### config.mk
export PLATFORM = sky130hd
export DESIGN_NAME = riscv_irq_arbiter
export DESIGN_NICKNAME = d
export VERILOG_FILES = /design/src/rtl/riscv_irq_arbiter.sv
export SDC_FILE = /design/constraint.sdc
export NUM_CORES = 1
export LEC_CHECK = 0
export BUFFER_PORTS_ARGS = -buffer_cell sky130_fd_sc_hd__buf_2
export CAP_MARGIN = 20
export CORE_MARGIN = 2
export CORE_UTILIZATION = 50
export DETAILED_ROUTE_END_ITERATION = 12
export PLACE_DENSITY = 0.82
export SLEW_MARGIN = 5
export SYNTH_ARGS = -nofsm -noshare
export SYNTH_HDL_FRONTEND = slang
export SYNTH_SLANG_ARGS = --single-unit
export TNS_END_PERCENT = 50
### constraint.sdc
create_clock -name clk -period 1.9 [get_ports clk]
set_clock_uncertainty 0.05 [all_clocks]
set_input_delay 0.285 -clock clk [delete_from_list [all_inputs] [get_ports clk]]
set_output_delay 0.285 -clock clk [all_outputs]
set_load 0.005 [all_outputs]
### src/rtl/riscv_irq_arbiter.sv
// Interrupt arbiter: sync, pending latch, enable mask, one acknowledged winner at a time.
// Define IRQ_ARB_RR_EN for round-robin arbitration; fixed lowest-index priority otherwise.
module riscv_irq_arbiter #(
   parameter int                 NUM_SRC   = 4,
   parameter logic [4:0]         ID_BASE   = 5'd7,
   parameter logic [NUM_SRC-1:0] EDGE_MASK = '1,
   parameter logic [NUM_SRC-1:0] EN_RST    = '1
) (
   input  logic               clk,
   input  logic               rst,
   input  logic [NUM_SRC-1:0] src_i,
   input  logic               cfg_we_i,
   input  logic [NUM_SRC-1:0] cfg_wdata_i,
   output logic [NUM_SRC-1:0] cfg_en_o,
   output logic [NUM_SRC-1:0] pending_o,
   output logic               irq_o,
   output logic [4:0]         irq_id_o,
   input  logic               irq_ack_i,
   input  logic [4:0]         irq_id_i,
   output logic               ack_err_o
);

   localparam int IW = (NUM_SRC > 1) ? $clog2(NUM_SRC) : 1;

   typedef enum logic [1:0] {
      IDLE = 2'd0,
      REQ  = 2'd1,
      GAP  = 2'd2
   } state_e;

   state_e state_q, state_d;

   logic [NUM_SRC-1:0] s1_q, s2_q, s3_q;
   logic [NUM_SRC-1:0] pend_q, pend_d;
   logic [NUM_SRC-1:0] en_q, en_d;
   logic [NUM_SRC-1:0] elig;
   logic [NUM_SRC-1:0] clr;
   logic [IW-1:0]      win_q, win_d, win_sel;
   logic [4:0]         id_q, id_d;
   logic               err_q, err_d;
   logic               ack_ok;

`ifdef IRQ_ARB_RR_EN
   logic [IW-1:0]      ptr_q, ptr_d;
`endif

   assign elig   = pend_q & en_q;
   assign ack_ok = irq_ack_i && (irq_id_i == id_q);

   // Descending scan so the first hit in search order is the one kept.
   always_comb begin
      win_sel = '0;
`ifdef IRQ_ARB_RR_EN
      for (int k = NUM_SRC - 1; k >= 0; k--) begin
         if (elig[(int'(ptr_q) + k) % NUM_SRC]) begin
            win_sel = IW'((int'(ptr_q) + k) % NUM_SRC);
         end
      end
`else
      for (int i = NUM_SRC - 1; i >= 0; i--) begin
         if (elig[i]) begin
            win_sel = IW'(i);
         end
      end
`endif
   end

   always_comb begin
      state_d = state_q;
      win_d   = win_q;
      id_d    = id_q;
      err_d   = 1'b0;
      clr     = '0;
`ifdef IRQ_ARB_RR_EN
      ptr_d   = ptr_q;
`endif
      unique case (state_q)
         IDLE: begin
            err_d = irq_ack_i;
            if (|elig) begin
               win_d   = win_sel;
               id_d    = ID_BASE + 5'(win_sel);
               state_d = REQ;
            end
         end
         REQ: begin
            if (ack_ok) begin
               clr[win_q] = 1'b1;
`ifdef IRQ_ARB_RR_EN
               ptr_d = (int'(win_q) == NUM_SRC - 1) ? '0 : win_q + 1'b1;
`endif
               state_d = GAP;
            end else begin
               err_d = irq_ack_i;
               if (!elig[win_q]) begin
                  state_d = IDLE;
               end
            end
         end
         GAP: begin
            err_d   = irq_ack_i;
            state_d = IDLE;
         end
         default: state_d = IDLE;
      endcase
   end

   // A fresh rising edge beats a same-cycle clear.
   always_comb begin
      pend_d = pend_q;
      for (int i = 0; i < NUM_SRC; i++) begin
         if (EDGE_MASK[i]) begin
            pend_d[i] = (pend_q[i] & ~clr[i]) | (s2_q[i] & ~s3_q[i]);
         end else begin
            pend_d[i] = s2_q[i];
         end
      end
   end

   assign en_d = cfg_we_i ? cfg_wdata_i : en_q;

   always_ff @(posedge clk or posedge rst) begin
      if (rst) begin
         s1_q    <= '0;
         s2_q    <= '0;
         s3_q    <= '0;
         pend_q  <= '0;
         en_q    <= EN_RST;
         state_q <= IDLE;
         win_q   <= '0;
         id_q    <= '0;
         err_q   <= 1'b0;
      end else begin
         s1_q    <= src_i;
         s2_q    <= s1_q;
         s3_q    <= s2_q;
         pend_q  <= pend_d;
         en_q    <= en_d;
         state_q <= state_d;
         win_q   <= win_d;
         id_q    <= id_d;
         err_q   <= err_d;
      end
   end

`ifdef IRQ_ARB_RR_EN
   always_ff @(posedge clk or posedge rst) begin
      if (rst) begin
         ptr_q <= '0;
      end else begin
         ptr_q <= ptr_d;
      end
   end
`endif

   assign cfg_en_o  = en_q;
   assign pending_o = pend_q;
   assign irq_o     = (state_q == REQ);
   assign irq_id_o  = id_q;
   assign ack_err_o = err_q;

endmodule

==> impl_metrics.env, run 1 <==
export IMPL_status="completed"
export IMPL_cap_viol_max_count=0
export IMPL_overflow=0
export IMPL_drt_iter0_markers=21
export IMPL_diodes=0
export IMPL_initial_utilization=0.5248
export IMPL_place_inst=151
export IMPL_finalSetupViolations=0
export IMPL_antenna_found_initial=0
export IMPL_rsz0062_at_grt="false"
export IMPL_cts_sinks=29
export IMPL_final_cells=164
export IMPL_cts_buffer_depth=2
export IMPL_synth_mux_area_fraction=0.05767
export IMPL_worstSetupEndpointType="flop"
export IMPL_synth_cell_type_count=30
export IMPL_cpMaxStageDelayCell="dfstp_2"
export IMPL_slew_viol_final=0
export IMPL_setup_tns_ns=0
export IMPL_vdd_drop_max_v=0.0007509
export IMPL_syn_inst=94
export IMPL_area_delta_synth_final_pct=25.24
export IMPL_cellPowerDensity_nw_per_um2=1141
export IMPL_avgSynthCellArea_um2=12.23
export IMPL_fin_crit_sh=0.8031
export IMPL_synth_top_family_by_area="compound AO/OA/AOI/OAI gates"
export IMPL_arrival_ns=1.70
export IMPL_crit_path_start_kind="flop"
export IMPL_gr_usage_all_layers=0.1978
export IMPL_cts_buffers=5
export IMPL_crit_chain="a22o_1, nand3_1, ha_1, mux2_2"
export IMPL_hold_viol_final=0
export IMPL_dieArea_um2=2699
export IMPL_insertion_delay_ns=0.33
export IMPL_drc_errors=0
export IMPL_routed_wl_mm=2.168
export IMPL_first_pass_iters=5
export IMPL_cp_top_family="flip-flops"
export IMPL_ys_flop_type="dfrtp_1"
export IMPL_synthXorXnorAreaFrac=0.02285
export IMPL_fin_crit_ns=1.526
export IMPL_die_y_um=51.96
export IMPL_rows=17
export IMPL_fillCellCount=175
export IMPL_wl_per_cell_um=13.22
export IMPL_cp_max_fo=5
export IMPL_path_buf_inv=0
export IMPL_grt_pass1_wl_mm=3.622
export IMPL_ys_async_sr_fraction=1.000
export IMPL_ys_warn_count=0
export IMPL_via_per_inst=5.110
export IMPL_first_global_vias=882
export IMPL_synth_seq_area_share=0.6355
export IMPL_ant_nets=0
export IMPL_hp_class="input pin to flop"
export IMPL_synthAdderAreaFrac=0.01088
export IMPL_dr_total_vias=838
export IMPL_root_buffer="clkbuf_4"
export IMPL_layout_common_cells="buf_2 (30), dfrtp_1 (25), nand2_1 (9)"
export IMPL_place_gp_congestion=0.8800
export IMPL_nNetsFinal=153
export IMPL_synth_compound_area_frac=0.1295
export IMPL_core_area_um2=2191
export IMPL_htreeDepth=2
export IMPL_max_freq_ghz=0.6553
export IMPL_layout_commonest_cell="buf_2"
export IMPL_synth_simple_gate_area_frac=0.1143
export IMPL_ys_ff_latch=29
export IMPL_leakage_nw=0.6619
export IMPL_ioPinCount=32
export IMPL_crit_path_max_incr_delay_ns=0.57
export IMPL_dieWidth_um=51.96
export IMPL_syn_num_nets=112
export IMPL_postLayoutCoreUtil=0.6573
export IMPL_cts_tree="yes"
export IMPL_io_buffers=30
export IMPL_required_ns=2.07
export IMPL_grt_max_degree=30
export IMPL_layout_drive_gt1_share=0.3529
export IMPL_synth_area_um2=1150
export IMPL_worstSetupPathType="flop to flop"
export IMPL_path_clk_slew_ns=0.09
export IMPL_synth_edff_count=0
[registers in the layout, summed over array words and instances (netlist names)]
signal,cells
irq_id_o,4
cfg_en_o,4
s1_q,4
s2_q,4
win_q,2
state_q,2
s3_q,4
pending_o,4
ack_err_o,1
[cells by family after synthesis]
kind of cell	count (synthesis)
other	1
and+or+nand+nor	26
xor gates and xnor gates	3
AOI/OAI and AO/OA	21
muxes	6
buffers and inverters	7
DFF	29
adders and majority gates	1
[report_power, final]
group / switching (mW) / total (mW) / leakage (nW) / internal, mW
sequential: 0.101 / 0.827 / 0.325 / 0.726
clock: 0.198 / 0.380 / 0.0326 / 0.182
combinational: 0.219 / 0.437 / 0.305 / 0.218
[what timing repair did]
action,4_1_cts,5_1_grt
resized for setup,0,0
buffers inserted,0,0
hold buffers,5,0
endpoints found under the hold margin,29,0
[Yosys cell counts (2+ instances only)]
cell       n  area (um2)
mux2_2     5       56.30
inv_1      5       18.77
nand3_1    3       15.01
dfstp_2    4       105.1
nor2b_1    4       25.02
o211ai_1   3       22.52
nand2_1    9       33.78
xnor2_1    2       17.52
o21ai_0    3       15.01
dfrtp_1   25       625.6
a21oi_1    6       30.03
nor2_1     4       15.01
nor3_1     2       10.01
nor3b_1    2       15.01
a22o_1     2       17.52
[final cells by class]
cell class              count  area, um2  share of cell area
flip-flops and latches     29      730.7              0.5074
repair buffers             36      207.7              0.1442
clock buffers               8      58.81             0.04083
multi-input cells          58      389.1              0.2702
inverters                   5      18.77             0.01303
well taps                  28      35.03             0.02433
[stage by stage]
| stage | area, um2 | power [mW] | hold slack (ns) | setup slack, ns |
|---|---|---|---|---|
| floorplan | 1150 | 1.121 | 0.2664 | 0.4512 |
| global placement | 1331 | 1.256 | 0.2831 | 0.4452 |
| detailed placement | 1331 | 1.276 | 0.2870 | 0.3871 |
| CTS | 1440 | 1.672 | 0.1223 | 0.3801 |
| global route | 1440 | 1.770 | 0.1272 | 0.3215 |
| finish | 1440 | 1.644 | 0.1398 | 0.3741 |
[metal layers]
metal,vias up,GRT usage,part of all wire
met5,-,0,0
met4,0,0.1053,0.024
met3,6,0.08333,0.070
met2,29,0.3376,0.55
met1,398,0.2035,0.36
li1,405,-,-
[final timing paths]
kind,to,startpoint,cells after the start,slack (ns)
min in group asynchronous,win_q[0],rst,4,0.51
hold / removal,cfg_en_o[1],cfg_wdata_i[1],2,0.14
setup reg to reg,irq_id_o[2],cfg_en_o[3],4,0.37
max in group asynchronous,cfg_en_o[2],rst,4,0.99
setup / recovery,irq_id_o[2],cfg_en_o[3],4,0.37
hold reg to reg,s2_q[3],s1_q[3],0,0.30
(Power assumes the default switching activity.)
==> run 2: changes to the inputs <==
Settings changed: ABC_AREA set to 1, CORE_UTILIZATION 50 to 46, PLACE_DENSITY 0.82 to 0.79.
Clock period 1.9 ns to 1.32 ns, I/O delays scaled along.
==> run 2 against run 1 <==
Against the previous run:
- the run now ends with setup timing left
- synthesized cell count rose by 30%
- clock-buffer cell count decreased by 2
- largest cell class unchanged
- first-iteration DRC count is 62% lower
==> impl_metrics.env, run 2 <==
export IMPL_leakage_nw=0.8834
export IMPL_cts_buffers=5
export IMPL_grt_met2_usage=0.3027
export IMPL_synth_edff_count=0
export IMPL_vdd_drop_max_v=0.001159
export IMPL_ys_warn_count=0
export IMPL_area_delta_synth_final_pct=40.40
export IMPL_ys_flop_type="dfrtp_1"
export IMPL_cts_sinks=29
export IMPL_place_gp_congestion=0.8182
export IMPL_place_area_um2=1513
export IMPL_via_per_inst=4.675
export IMPL_path_clk_slew_ns=0.10
export IMPL_cp_max_fo=3
export IMPL_violations="setup timing"
export IMPL_dieArea_um2=3124
export IMPL_drt_iter0_markers=8
export IMPL_finalSetupViolations=5
export IMPL_cellPowerDensity_nw_per_um2=1725
export IMPL_grt_use_met1=0.1997
export IMPL_met3_usage=0.06977
export IMPL_nNetsFinal=196
export IMPL_io_buffers=30
export IMPL_first_global_vias=1020
export IMPL_fin_crit_sh=1.056
export IMPL_p_sw_frac=0.3304
export IMPL_layout_common_cells="buf_2 (29), nand2_1 (25), dfrtp_1 (24)"
export IMPL_grt_pass1_wl_mm=4.215
export IMPL_hold_viol_final=0
export IMPL_dpl_hpwl_mm=1.750
export IMPL_root_buffer="clkbuf_4"
export IMPL_synthTopCellsByCount="nand2_1 (27), dfrtp_1 (25), inv_1 (18)"
export IMPL_grt_max_degree=30
export IMPL_insertion_delay_ns=0.33
export IMPL_hp_class="input pin to flop"
export IMPL_crit_path_start_kind="flop"
export IMPL_synth_seq_area_share=0.5899
export IMPL_ant_nets=0
export IMPL_ioPinCount=32
export IMPL_cap_viol_max_count=0
export IMPL_crit_path_max_incr_delay_ns=0.57
export IMPL_design_area_um2=1739
export IMPL_htreeDepth=2
export IMPL_worstSetupEndpointType="flop"
export IMPL_cp_common_cell="inv_2"
export IMPL_power_frac_comb=0.350
export IMPL_avgSynthCellArea_um2=10.15
export IMPL_max_freq_ghz=0.7175
export IMPL_cp_top_family="flip-flops"
export IMPL_setup_tns_ns=-0.1578
export IMPL_required_ns=1.50
export IMPL_core_area_um2=2522
export IMPL_syn_num_nets=140
export IMPL_dieWidth_um=55.89
export IMPL_top_usage_layer="met2"
export IMPL_ys_async_sr_fraction=1.000
export IMPL_path_buf_inv=2
export IMPL_antenna_found_initial=0
export IMPL_crit_chain="nand2_4, a21oi_2, inv_2, ha_4, inv_2, nor2_2, o21bai_1"
export IMPL_cts_buffer_depth=2
export IMPL_cpMaxStageDelayCell="dfstp_2"
export IMPL_synth_most_common_cell="nand2_1"
export IMPL_overflow=0
export IMPL_syn_inst=122
export IMPL_pwr_share_seq=0.394
export IMPL_postLayoutCoreUtil=0.6895
export IMPL_dr_total_vias=977
export IMPL_status="finished with violations"
export IMPL_arrival_ns=1.57
export IMPL_rsz0062_at_grt="true"
export IMPL_ys_ff_latch=29
export IMPL_worst_slack_ns=-0.07374
export IMPL_p_sw_mw=0.9911
export IMPL_rows=18
export IMPL_power_report_internal_total_mw=2.009
export IMPL_die_y_um=55.89
export IMPL_gr_usage_all_layers=0.1793
export IMPL_layout_commonest_cell="buf_2"
export IMPL_wl_per_cell_um=11.85
export IMPL_p_clk_frac=0.256
export IMPL_synth_top_area_cell="dfrtp_1"
export IMPL_cts_tree="yes"
export IMPL_diodes=0
export IMPL_post_place_ws_ns=-0.09382
export IMPL_worstSetupPathType="flop to flop"
export IMPL_netlist_top_cells_area="dfrtp_1 (51%), dfstp_2 (8.5%), nand2_1 (8.2%)"
export IMPL_layout_drive_gt1_share=0.5140
export IMPL_yosysTopAreaCellShare=0.5051
export IMPL_slew_viol_final=0
export IMPL_routed_wl_mm=2.476
export IMPL_fin_crit_ns=1.394
export IMPL_synth_cell_type_count=27
export IMPL_synth_area_um2=1239
export IMPL_first_pass_iters=3
export IMPL_drc_errors=0
export IMPL_initial_utilization=0.4911
-- run 2: logic make-up (layout without fill, tap and decap cells) --
kind of cell	after synthesis	in the layout	share of synthesized area
fa+ha+maj	1	1	0.01010
buf+inv	22	79	0.06969
simple gates	52	52	0.2212
compound gates	13	13	0.06969
mux	4	4	0.03636
flops	29	29	0.5899
other cells	1	1	0.003027
-- run 2: final timing paths --
check / from / endpoint / slack, ns / depth (start not counted)
max in group asynchronous: rst / cfg_en_o[1] / 0.49 / 4
max reg2reg: cfg_en_o[1] / irq_id_o[2] / -0.07 / 7
min: cfg_wdata_i[3] / cfg_en_o[3] / 0.05 / 2
min in group asynchronous: rst / s1_q[3] / 0.42 / 4
max: cfg_en_o[1] / irq_id_o[2] / -0.07 / 7
min reg2reg: s1_q[2] / s2_q[2] / 0.31 / 0
-- run 2: repair_timing --
action                                  4_1_cts  5_1_grt
endpoints found under the setup margin        7       16
hold endpoints to repair                     29        0
setup buffers                                 2        3
gates resized for setup                       7       11
pin swaps                                     1       12
hold buffers                                  5        0
-- run 2: layout make-up --
type                       count  area, um2
tap                           30      37.54
fill                         192      783.3
multi-input combinational     71      475.5
clock buffer                   6      51.30
timing repair buffer          50      326.6
clock inverter                 2      37.54
sequential                    29      732.0
inverter                      21      78.83
-- run 2: metal layers --
layer	vias to the layer above	routed length [um]	part of all wire
met5	-	0	0
met4	0	59	0.024
met3	5	139	0.056
met2	32	1234	0.50
met1	454	1042	0.42
li1	486	-	-
-- run 2: through the flow --
step                std cells  power, mW  hold slack [ns]
floorplan                 122      1.710           0.1794
global placement          192      2.011           0.2206
detailed placement        192      2.066           0.2337
CTS                       207      2.887          0.03483
global route              209      3.214          0.01730
finish                    209      3.000          0.04646
-- run 2: power by group through the flow --
stage / Clock, mW / Combinational (mW) / Sequential (mW)
finish: 0.769 / 1.05 / 1.18
global route: 0.834 / 1.18 / 1.20
CTS: 0.782 / 0.932 / 1.17
detailed placement: 0 / 0.882 / 1.18
global placement: 0 / 0.837 / 1.17
floorplan: 0 / 0.533 / 1.18
==> run 3: changes to the inputs <==
Settings changed: CORE_UTILIZATION 46 to 48, CTS_BUF_LIST set to sky130_fd_sc_hd__clkbuf_4 sky130_fd_sc_hd__clkbuf_8, PLACE_DENSITY 0.79 to 0.81.
==> run 3 against run 2 <==
Against the previous run:
- combinational power increased by 8%
- first-iteration DRC count decreased by 25%
- critical endpoint unchanged
- sequential cell count unchanged
- cell count increased by 0.96%
- the flow still finishes with violations (setup timing)
- clock power decreased by 31%
- register-to-register slack got worse by 0.04 ns
- sequential share of layout area increased by 0.18 points
- worst hold slack got worse by 0.0018 ns
- core utilization increased by 1.6 points
- highest routed layer unchanged
==> impl_metrics.env, run 3 (synthesis gave the netlist of run 2 again) <==
export IMPL_area_delta_synth_final_pct=39.80
export IMPL_die_y_um=54.80
export IMPL_crit_path_start_kind="flop"
export IMPL_fin_crit_sh=1.086
export IMPL_vdd_drop_max_v=0.001225
export IMPL_rsz0062_at_grt="true"
export IMPL_worstSetupPathType="flop to flop"
export IMPL_multi_input_area_um2=483.0
export IMPL_drc_errors=0
export IMPL_layout_drive_gt1_share=0.5193
export IMPL_leakage_nw=0.8864
export IMPL_regArea_um2=732.0
export IMPL_rr_endpoint="irq_id_o[2]"
export IMPL_dr_total_vias=1031
export IMPL_final_cells=211
export IMPL_hold_worst_slack_ns=0.04465
export IMPL_ant_nets=0
export IMPL_dieWidth_um=54.80
export IMPL_hold_viol_final=0
export IMPL_cap_viol_max_count=0
export IMPL_r2r_cells=7
export IMPL_via_per_inst=4.886
export IMPL_io_buffers=30
export IMPL_status="finished with violations"
export IMPL_cts_buffers=5
export IMPL_layout_commonest_cell="buf_2"
export IMPL_place_inst=188
export IMPL_cts_tree="yes"
export IMPL_path_clk_slew_ns=0.09
export IMPL_ioPinCount=32
export IMPL_htreeDepth=2
export IMPL_rows=18
export IMPL_arrival_ns=1.61
export IMPL_overflow=0
export IMPL_dpl_hpwl_mm=1.782
export IMPL_reg2reg_slack_ns=-0.11
export IMPL_post_place_ws_ns=-0.09308
export IMPL_routed_wl_mm=2.803
export IMPL_slew_viol_final=0
export IMPL_insertion_delay_ns=0.33
export IMPL_crit_path_start="cfg_en_o[1]"
export IMPL_fin_crit_ns=1.433
export IMPL_violations="setup timing"
export IMPL_reg2reg_from="cfg_en_o[1]"
export IMPL_grt_pass1_wl_mm=4.243
export IMPL_cellPowerDensity_nw_per_um2=1639
export IMPL_drt_iter0_markers=6
export IMPL_cp_max_fo=4
export IMPL_postLayoutCoreUtil=0.7054
export IMPL_timing_critical_path_to="irq_id_o[2]"
export IMPL_gr_usage_all_layers=0.2107
export IMPL_dieArea_um2=3003
export IMPL_grt_max_degree=30
export IMPL_hp_class="input pin to flop"
export IMPL_antenna_found_initial=0
export IMPL_finalSetupViolations=9
export IMPL_worstSetupEndpointType="flop"
export IMPL_first_global_vias=1061
export IMPL_cts_buffer_depth=2
export IMPL_core_area_um2=2455
export IMPL_required_ns=1.49
export IMPL_first_pass_iters=4
export IMPL_diodes=0
export IMPL_fillCellCount=183
export IMPL_worst_slack_ns=-0.1130
export IMPL_layout_common_cells="buf_2 (29), nand2_1 (25), dfrtp_1 (24)"
export IMPL_place_gp_congestion=0.7911
export IMPL_root_buffer="clkbuf_4"
export IMPL_initial_utilization=0.5046
export IMPL_wl_per_cell_um=13.28
export IMPL_cts_sinks=29
export IMPL_nNetsFinal=198
export IMPL_max_freq_ghz=0.6978
-- run 3: cell count changes in the layout (fill, tap and decap cells not counted) --
cell,change
a21oi_2,-1
a21oi_4,+1
buf_4,+1
buf_6,+1
bufinv_16,-1
clkbuf_4,+1
clkbuf_8,-1
clkinv_2,+2
clkinvlp_4,-1
o21ai_0,+1
o21ai_1,-1
-- run 3: layout make-up --
cell class                      count  area share
Inverter                           21     0.04552
Timing Repair Buffer               52      0.1994
Clock buffer                        6     0.02601
Sequential cell                    29      0.4227
Clock inverter                      2    0.005780
Tap cell                           30     0.02168
Multi-Input combinational cell     71      0.2789
-- run 3: layer usage --
layer  up-vias  routed length (um)  part of all wire  track usage
li1        493                   -                 -            -
met1       490                1042              0.37       0.1929
met2        39                1496              0.53       0.4048
met3         9                 205             0.073      0.08197
met4         0                  59             0.021      0.08333
met5         -                   0                 0            0
-- run 3: worst min-delay path by stage --
stage,cells past startpoint,start,end,slack [ns]
2_1_floorplan,0,src_i[0],s1_q[0],0.18
3_3_place_gp,3,rst,s1_q[2],0.22
3_5_place_dp,3,rst,s2_q[2],0.22
4_1_cts,2,cfg_wdata_i[1],cfg_en_o[1],0.03
5_1_grt,2,cfg_wdata_i[3],cfg_en_o[3],0.03
6_report,2,cfg_wdata_i[1],cfg_en_o[1],0.04
-- run 3: stage by stage --
stage / instance area [um2] / setup TNS (ns) / total power [mW]
floorplan: 1250 / -0.1109 / 1.710
global placement: 1483 / -0.07031 / 1.940
detailed placement: 1483 / -0.2124 / 1.993
CTS: 1647 / -0.5146 / 2.636
global route: 1732 / -1.167 / 3.019
finish: 1732 / -0.4138 / 2.838
-- run 3: what timing repair did --
action | 4_1_cts | 5_1_grt
gates resized for setup | 7 | 14
buffers inserted | 4 | 7
setup endpoints to repair | 8 | 15
pin swaps | 2 | 6
hold endpoints to repair | 29 | 0
hold buffers | 5 | 0
-- run 3: worst max-delay path, cell delays in order, from the launching register on --
cell,delay [ns]
dfstp_2,0.57
nand2_4,0.08
a21oi_4,0.18
inv_2,0.07
ha_4,0.16
inv_2,0.04
nor2_2,0.03
o21bai_1,0.15
-- run 3: report_power, final --
group / leakage, nW / switching (mW) / internal [mW]
logic: 0.527 / 0.584 / 0.544
registers: 0.324 / 0.126 / 1.05
clock network: 0.0354 / 0.310 / 0.223
total: 0.886 / 1.02 / 1.82
